File: config.mk
export PLATFORM = sky130hd
export DESIGN_NAME = uart_rx_cfg
export DESIGN_NICKNAME = d
export VERILOG_FILES = /design/src/rtl/uart_rx_cfg.sv
export SDC_FILE = /design/constraint.sdc
export NUM_CORES = 1
export LEC_CHECK = 0
export CORE_MARGIN = 8
export CORE_UTILIZATION = 55
export DETAILED_ROUTE_END_ITERATION = 7
export PLACE_DENSITY = 0.75
export SLEW_MARGIN = 10
export SYNTH_ARGS = -nofsm -noshare
export SYNTH_HDL_FRONTEND = slang
export SYNTH_SLANG_ARGS = --single-unit
export TNS_END_PERCENT = 10
File: constraint.sdc
create_clock -name clk -period 4.15 [get_ports clk]
set_input_delay 1.245 -clock clk [delete_from_list [all_inputs] [get_ports clk]]
set_output_delay 1.245 -clock clk [all_outputs]
set_load 0.02 [all_outputs]
File: src/rtl/uart_rx_cfg.sv
// Oversampled UART receiver with stop/parity error flags and a receive FIFO.
// Define UART_RX_PARITY_EN to add the parity_mode port and parity checking.
module uart_rx_cfg #(
  parameter int DATA_BITS  = 8,
  parameter int OVS        = 16,
  parameter int STOP_BITS  = 1,
  parameter int FIFO_DEPTH = 4
) (
  input  logic                 clk,
  input  logic                 rst,
  input  logic                 tick,
  input  logic                 rx,
`ifdef UART_RX_PARITY_EN
  input  logic [1:0]           parity_mode,
`endif
  output logic [DATA_BITS-1:0] rx_data,
  output logic                 rx_valid,
  input  logic                 rx_ready,
  output logic                 frame_err,
  output logic                 parity_err,
  output logic                 overrun,
  output logic                 busy
);

  localparam int CW = $clog2(OVS);
  localparam int AW = $clog2(FIFO_DEPTH);
  localparam int EW = DATA_BITS + 2;
  localparam logic [CW-1:0] HALF  = CW'(OVS/2 - 1);
  localparam logic [CW-1:0] LAST  = CW'(OVS - 1);
  localparam logic [2:0]    DLAST = 3'(DATA_BITS - 1);
  localparam logic [2:0]    SLAST = 3'(STOP_BITS - 1);
  localparam logic [AW:0]   FULLC = (AW+1)'(FIFO_DEPTH);

  typedef enum logic [2:0] {
    S_IDLE, S_START, S_DATA, S_PARITY, S_STOP, S_BREAK
  } state_t;

  state_t               state_q;
  logic                 rx_s1_q, rx_s;
  logic [CW-1:0]        cnt_q;
  logic [2:0]           idx_q;
  logic [DATA_BITS-1:0] data_q;
  logic                 ferr_q, perr_q;
  logic                 par_act, par_bad;

  logic [EW-1:0]        mem_q [FIFO_DEPTH];
  logic [EW-1:0]        hold_q, head, entry;
  logic [AW-1:0]        wptr_q, rptr_q;
  logic [AW:0]          count_q;
  logic                 overrun_q;
  logic                 push, pop, full, do_push;

  always_ff @(posedge clk or posedge rst) begin
    if (rst) begin
      rx_s1_q <= 1'b1;
      rx_s    <= 1'b1;
    end else begin
      rx_s1_q <= rx;
      rx_s    <= rx_s1_q;
    end
  end

`ifdef UART_RX_PARITY_EN
  logic [1:0] pmode_q;

  always_ff @(posedge clk or posedge rst) begin
    if (rst)
      pmode_q <= 2'b00;
    else if (tick && state_q == S_START && cnt_q == HALF && !rx_s)
      pmode_q <= parity_mode;
  end

  assign par_act = (pmode_q == 2'b01) || (pmode_q == 2'b10);
  assign par_bad = (pmode_q == 2'b01) ? (^data_q ^ rx_s)
                                      : ~(^data_q ^ rx_s);
`else
  assign par_act = 1'b0;
  assign par_bad = 1'b0;
`endif

  always_ff @(posedge clk or posedge rst) begin
    if (rst) begin
      state_q <= S_IDLE;
      cnt_q   <= '0;
      idx_q   <= '0;
      data_q  <= '0;
      ferr_q  <= 1'b0;
      perr_q  <= 1'b0;
    end else if (tick) begin
      unique case (state_q)
        S_IDLE: begin
          if (!rx_s) begin
            state_q <= S_START;
            cnt_q   <= '0;
          end
        end
        S_START: begin
          if (cnt_q == HALF) begin
            cnt_q   <= '0;
            idx_q   <= '0;
            ferr_q  <= 1'b0;
            perr_q  <= 1'b0;
            state_q <= rx_s ? S_IDLE : S_DATA;
          end else begin
            cnt_q <= cnt_q + 1'b1;
          end
        end
        S_DATA: begin
          if (cnt_q == LAST) begin
            cnt_q  <= '0;
            data_q <= {rx_s, data_q[DATA_BITS-1:1]};
            if (idx_q == DLAST) begin
              idx_q   <= '0;
              state_q <= par_act ? S_PARITY : S_STOP;
            end else begin
              idx_q <= idx_q + 1'b1;
            end
          end else begin
            cnt_q <= cnt_q + 1'b1;
          end
        end
        S_PARITY: begin
          if (cnt_q == LAST) begin
            cnt_q   <= '0;
            perr_q  <= par_bad;
            state_q <= S_STOP;
          end else begin
            cnt_q <= cnt_q + 1'b1;
          end
        end
        S_STOP: begin
          if (cnt_q == LAST) begin
            cnt_q  <= '0;
            ferr_q <= ferr_q | ~rx_s;
            if (idx_q == SLAST) begin
              idx_q   <= '0;
              state_q <= (ferr_q | ~rx_s) ? S_BREAK : S_IDLE;
            end else begin
              idx_q <= idx_q + 1'b1;
            end
          end else begin
            cnt_q <= cnt_q + 1'b1;
          end
        end
        S_BREAK: begin
          if (rx_s) state_q <= S_IDLE;
        end
        default: state_q <= S_IDLE;
      endcase
    end
  end

  assign push = tick && state_q == S_STOP && cnt_q == LAST
                && idx_q == SLAST;
  assign entry   = {perr_q, ferr_q | ~rx_s, data_q};
  assign full    = count_q == FULLC;
  assign pop     = rx_valid && rx_ready;
  assign do_push = push && (!full || pop);

  always_ff @(posedge clk) begin
    if (do_push) mem_q[wptr_q] <= entry;
  end

  always_ff @(posedge clk or posedge rst) begin
    if (rst) begin
      wptr_q    <= '0;
      rptr_q    <= '0;
      count_q   <= '0;
      hold_q    <= '0;
      overrun_q <= 1'b0;
    end else begin
      overrun_q <= push && full && !pop;
      if (do_push) wptr_q <= wptr_q + 1'b1;
      if (pop) begin
        rptr_q <= rptr_q + 1'b1;
        hold_q <= mem_q[rptr_q];
      end
      unique case ({do_push, pop})
        2'b10:   count_q <= count_q + 1'b1;
        2'b01:   count_q <= count_q - 1'b1;
        default: count_q <= count_q;
      endcase
    end
  end

  // An empty FIFO keeps showing the last popped entry.
  assign head       = (count_q != '0) ? mem_q[rptr_q] : hold_q;
  assign rx_data    = head[DATA_BITS-1:0];
  assign frame_err  = head[EW-2];
  assign parity_err = head[EW-1];
  assign rx_valid   = count_q != '0;
  assign overrun    = overrun_q;
  assign busy       = state_q != S_IDLE;

endmodule

==> impl_metrics.csv <==
group,metric,value,unit
timing,skew,0.0106,ns
pwr,p_per_area,625,nW/um2
timing,rsz0062_at_grt,"false",
die,dieHeight,94.2,um
yosys,syn_nets,251,
yosys,synth_area_leaders,"edfxtp_1, dfrtp_1, mux2_2, mux4_2, ha_1",
cts,cts-resized-gates,0,
global_route,grt_pass1_wl,9.16,mm
yosys,yosys.area.top_type_share,0.321,
detailed_routing,antenna_left,0,
detailed_routing,wl,5.35,mm
global_route,first_global_vias,1953,
detailed_routing,firstDrtPassIters,4,
cts,cts-buffers-inserted,9,
yosys,synthAdderAreaFrac,0.0357,
cts,clkLatencyLatePin,0.33,ns
yosys,synthFlopType,"edfxtp_1",
detailed_routing,routedWlPerCell,16.0,um
yosys,synth_top_area_cell,"edfxtp_1",
cts,htree_levels,3,
pwr,vdd_drop_max,0.000387,V
yosys,ys_ff_latch,74,
detailed_routing,remaining_drc_errors,0,
global_route,overflow,0,
finish,fillers,452,
timing,fin_setup_tns,0,ns
timing,tightest_slew,0.638,ns
die,rows,28,
pwr,p_leak,1.45,nW
yosys,synthTopCellsByCount,"dfrtp_1, edfxtp_1, mux2_2",
critical_path,crit_required,2.90,ns
die,initial_core_util,0.568,
yosys,yosysUniqueCellTypes,46,
cts,cts.sink_count,74,
yosys,synthMuxAreaShare,0.158,
flow_run,maxCapViolations,0,
timing,slew_viol_final,0,
outcome,status,"finished, final reports clean",
critical_path,path_max_fanout,11,
critical_path,cp_cell_sequence,"mux4_2, mux2_2, clkdlybuf4s50_1",
die,die_w,94.2,um
yosys,synth_xor_area_frac,0.0130,
cts,cts_hold_buf,0,
placement,dp_hpwl,3.58,mm
detailed_routing,drt_iter0_drc,75,
timing,setup_viol,0,
timing,timing.final.hold_violations,0,
yosys,synth_edf_count,36,
finish,drive_gt1_frac,0.254,
critical_path,max_stage_delay,0.75,ns
yosys,synthSimpleGateAreaFrac,0.0923,
critical_path,arrival,2.51,ns
yosys,yosys_warnings,0,
yosys,synthCells,237,
placement,gp_congestion,0.838,
yosys,synth_top_family_by_area,"multiplexers",
detailed_routing,vias,1852,
yosys,avgSynthCellArea,14.2,um2
finish,area_growth,12.3,%
yosys,synth_compound_area_frac,0.0647,
placement,port_buffers,16,
cts,cts_setup_buffers,0,
critical_path,criticalPathCategory,"flip-flop to output pin",
timing,max-slew-margin-rel,0.575,
cts,cts_tree,"built",
finish,final_nets,269,
hold_path,hold_path_class,"flip-flop to flip-flop",
yosys,netlist_area,3360,um2
critical_path,worstSetupStartpointType,"flip-flop",
critical_path,crit_path_top_delay_cell,"dfrtp_1",
critical_path,cp-end-kind,"output pin",
cts,cts_root_buf,"clkbuf_8",
die,io_pins,18,
die,core,5920,um2
die,dieArea,8870,um2
global_route,grt_max_degree,39,
cts,clkTransAtPathRegs,0.07,ns
yosys,ys_async_sr_fraction,0.514,
cts,clockBufferDepth,2,
yosys,ys_seq_area_frac,0.605,
global_route,grt_usage,0.135,
finish,antenna_cells,0,
timing,finalCritPeriodShare,0.905,
timing,max_freq,266,MHz
global_route,antenna_found_initial,0,
timing,whs,0.360,ns
timing,min_period,3.76,ns
detailed_routing,avgViaCountPerCell,5.53,
==> layer usage <==
layer,track usage,part of all wire,up-vias,wire [um]
li1,-,-,910,-
met1,0.160,0.45,909,2390
met2,0.225,0.50,27,2700
met3,0.0248,0.035,6,187
met4,0.0766,0.014,0,76
met5,0,0,-,0
==> stage by stage <==
| stage | util | cells | area, um2 | setup slack, ns | total power, mW |
|---|---|---|---|---|---|
| after floorplan | - | 237 | 3360 | 1.30 | 1.58 |
| after global placement | 0.603 | 319 | 3570 | 0.578 | 1.79 |
| after detailed placement | 0.603 | 319 | 3570 | 0.521 | 1.82 |
| after CTS | 0.638 | 335 | 3780 | 0.326 | 2.39 |
| after global routing | 0.638 | 335 | 3780 | 0.246 | 2.50 |
| final | 0.638 | 335 | 3780 | 0.393 | 2.36 |
==> sequential cells by signal (all words and copies together), names as in the netlist, 2 cells and up <==
signal   cells
hold_q       9
data_q       8
idx_q        3
state_q      3
count_q      3
mem_q       36
cnt_q        4
rptr_q       2
wptr_q       2
==> cell usage in the layout, fill, tap and decap left out, types with 2 or more instances in the layout <==
master	instances
clkinvlp_4	2
nor2_1	6
nand2b_1	5
a21o_1	2
nor3b_1	3
a31oi_1	2
dfstp_2	2
and3_2	4
or3_1	4
mux2i_1	2
o211ai_1	2
nor3_1	4
nor4_1	2
edfxtp_1	36
nand2_1	12
a21oi_1	9
mux2_2	26
buf_4	2
nand3_1	3
clkbuf_8	9
ha_1	8
o21ai_0	14
dfrtp_1	36
xnor2_1	5
clkbuf_1	2
inv_1	11
mux4_2	9
clkdlybuf4s50_1	16
==> critical path: cells and delay by family, from the launching register on <==
family | cells | cell delay [ns]
multiplexers | 2 | 0.89
flip-flops | 1 | 0.75
buffers and inverters | 1 | 0.54
==> power breakdown <==
part / internal [mW] / switching (mW) / total [mW]
Combinational: 0.430 / 0.342 / 0.772
Clock: 0.314 / 0.252 / 0.566
Sequential: 0.870 / 0.151 / 1.02
==> logic make-up after synthesis <==
group / count (synthesis)
buffers and inverters: 22
adder cells (fa/ha/maj): 9
multiplexers: 38
XOR/XNOR: 5
other: 1
AO/OA/AOI/OAI: 36
AND/OR/NAND/NOR: 52
flip-flops: 74
==> final timing paths <==
kind                            slack (ns)                    from                endpoint  cells past startpoint
worst max-delay path                  0.39   rptr_q[0]$_DFFE_PP0P_              rx_data[6]                      3
worst min-delay path                  0.36       rx_s1_q$_DFF_PP1_          rx_s$_DFF_PP1_                      0
worst max register to register        1.68  count_q[2]$_DFFE_PP0P_  count_q[2]$_DFFE_PP0P_                      7
worst min register to register        0.36       rx_s1_q$_DFF_PP1_          rx_s$_DFF_PP1_                      0
max in group asynchronous             2.45                     rst          rx_s$_DFF_PP1_                      3
min in group asynchronous             1.33                     rst       overrun$_DFF_PP0_                      3
==> final cells by class <==
type	instances	area, um2	share of cell area
Inverter	11	41.3	0.0109
Timing Repair Buffer	18	175	0.0464
Clock buffer	12	156	0.0414
Tap cell	75	93.8	0.0248
Multi-Input combinational cell	141	1230	0.325
Clock inverter	4	50.0	0.0132
Sequential cell	74	2030	0.539
Note: power is estimated with default switching activity, not from simulation.
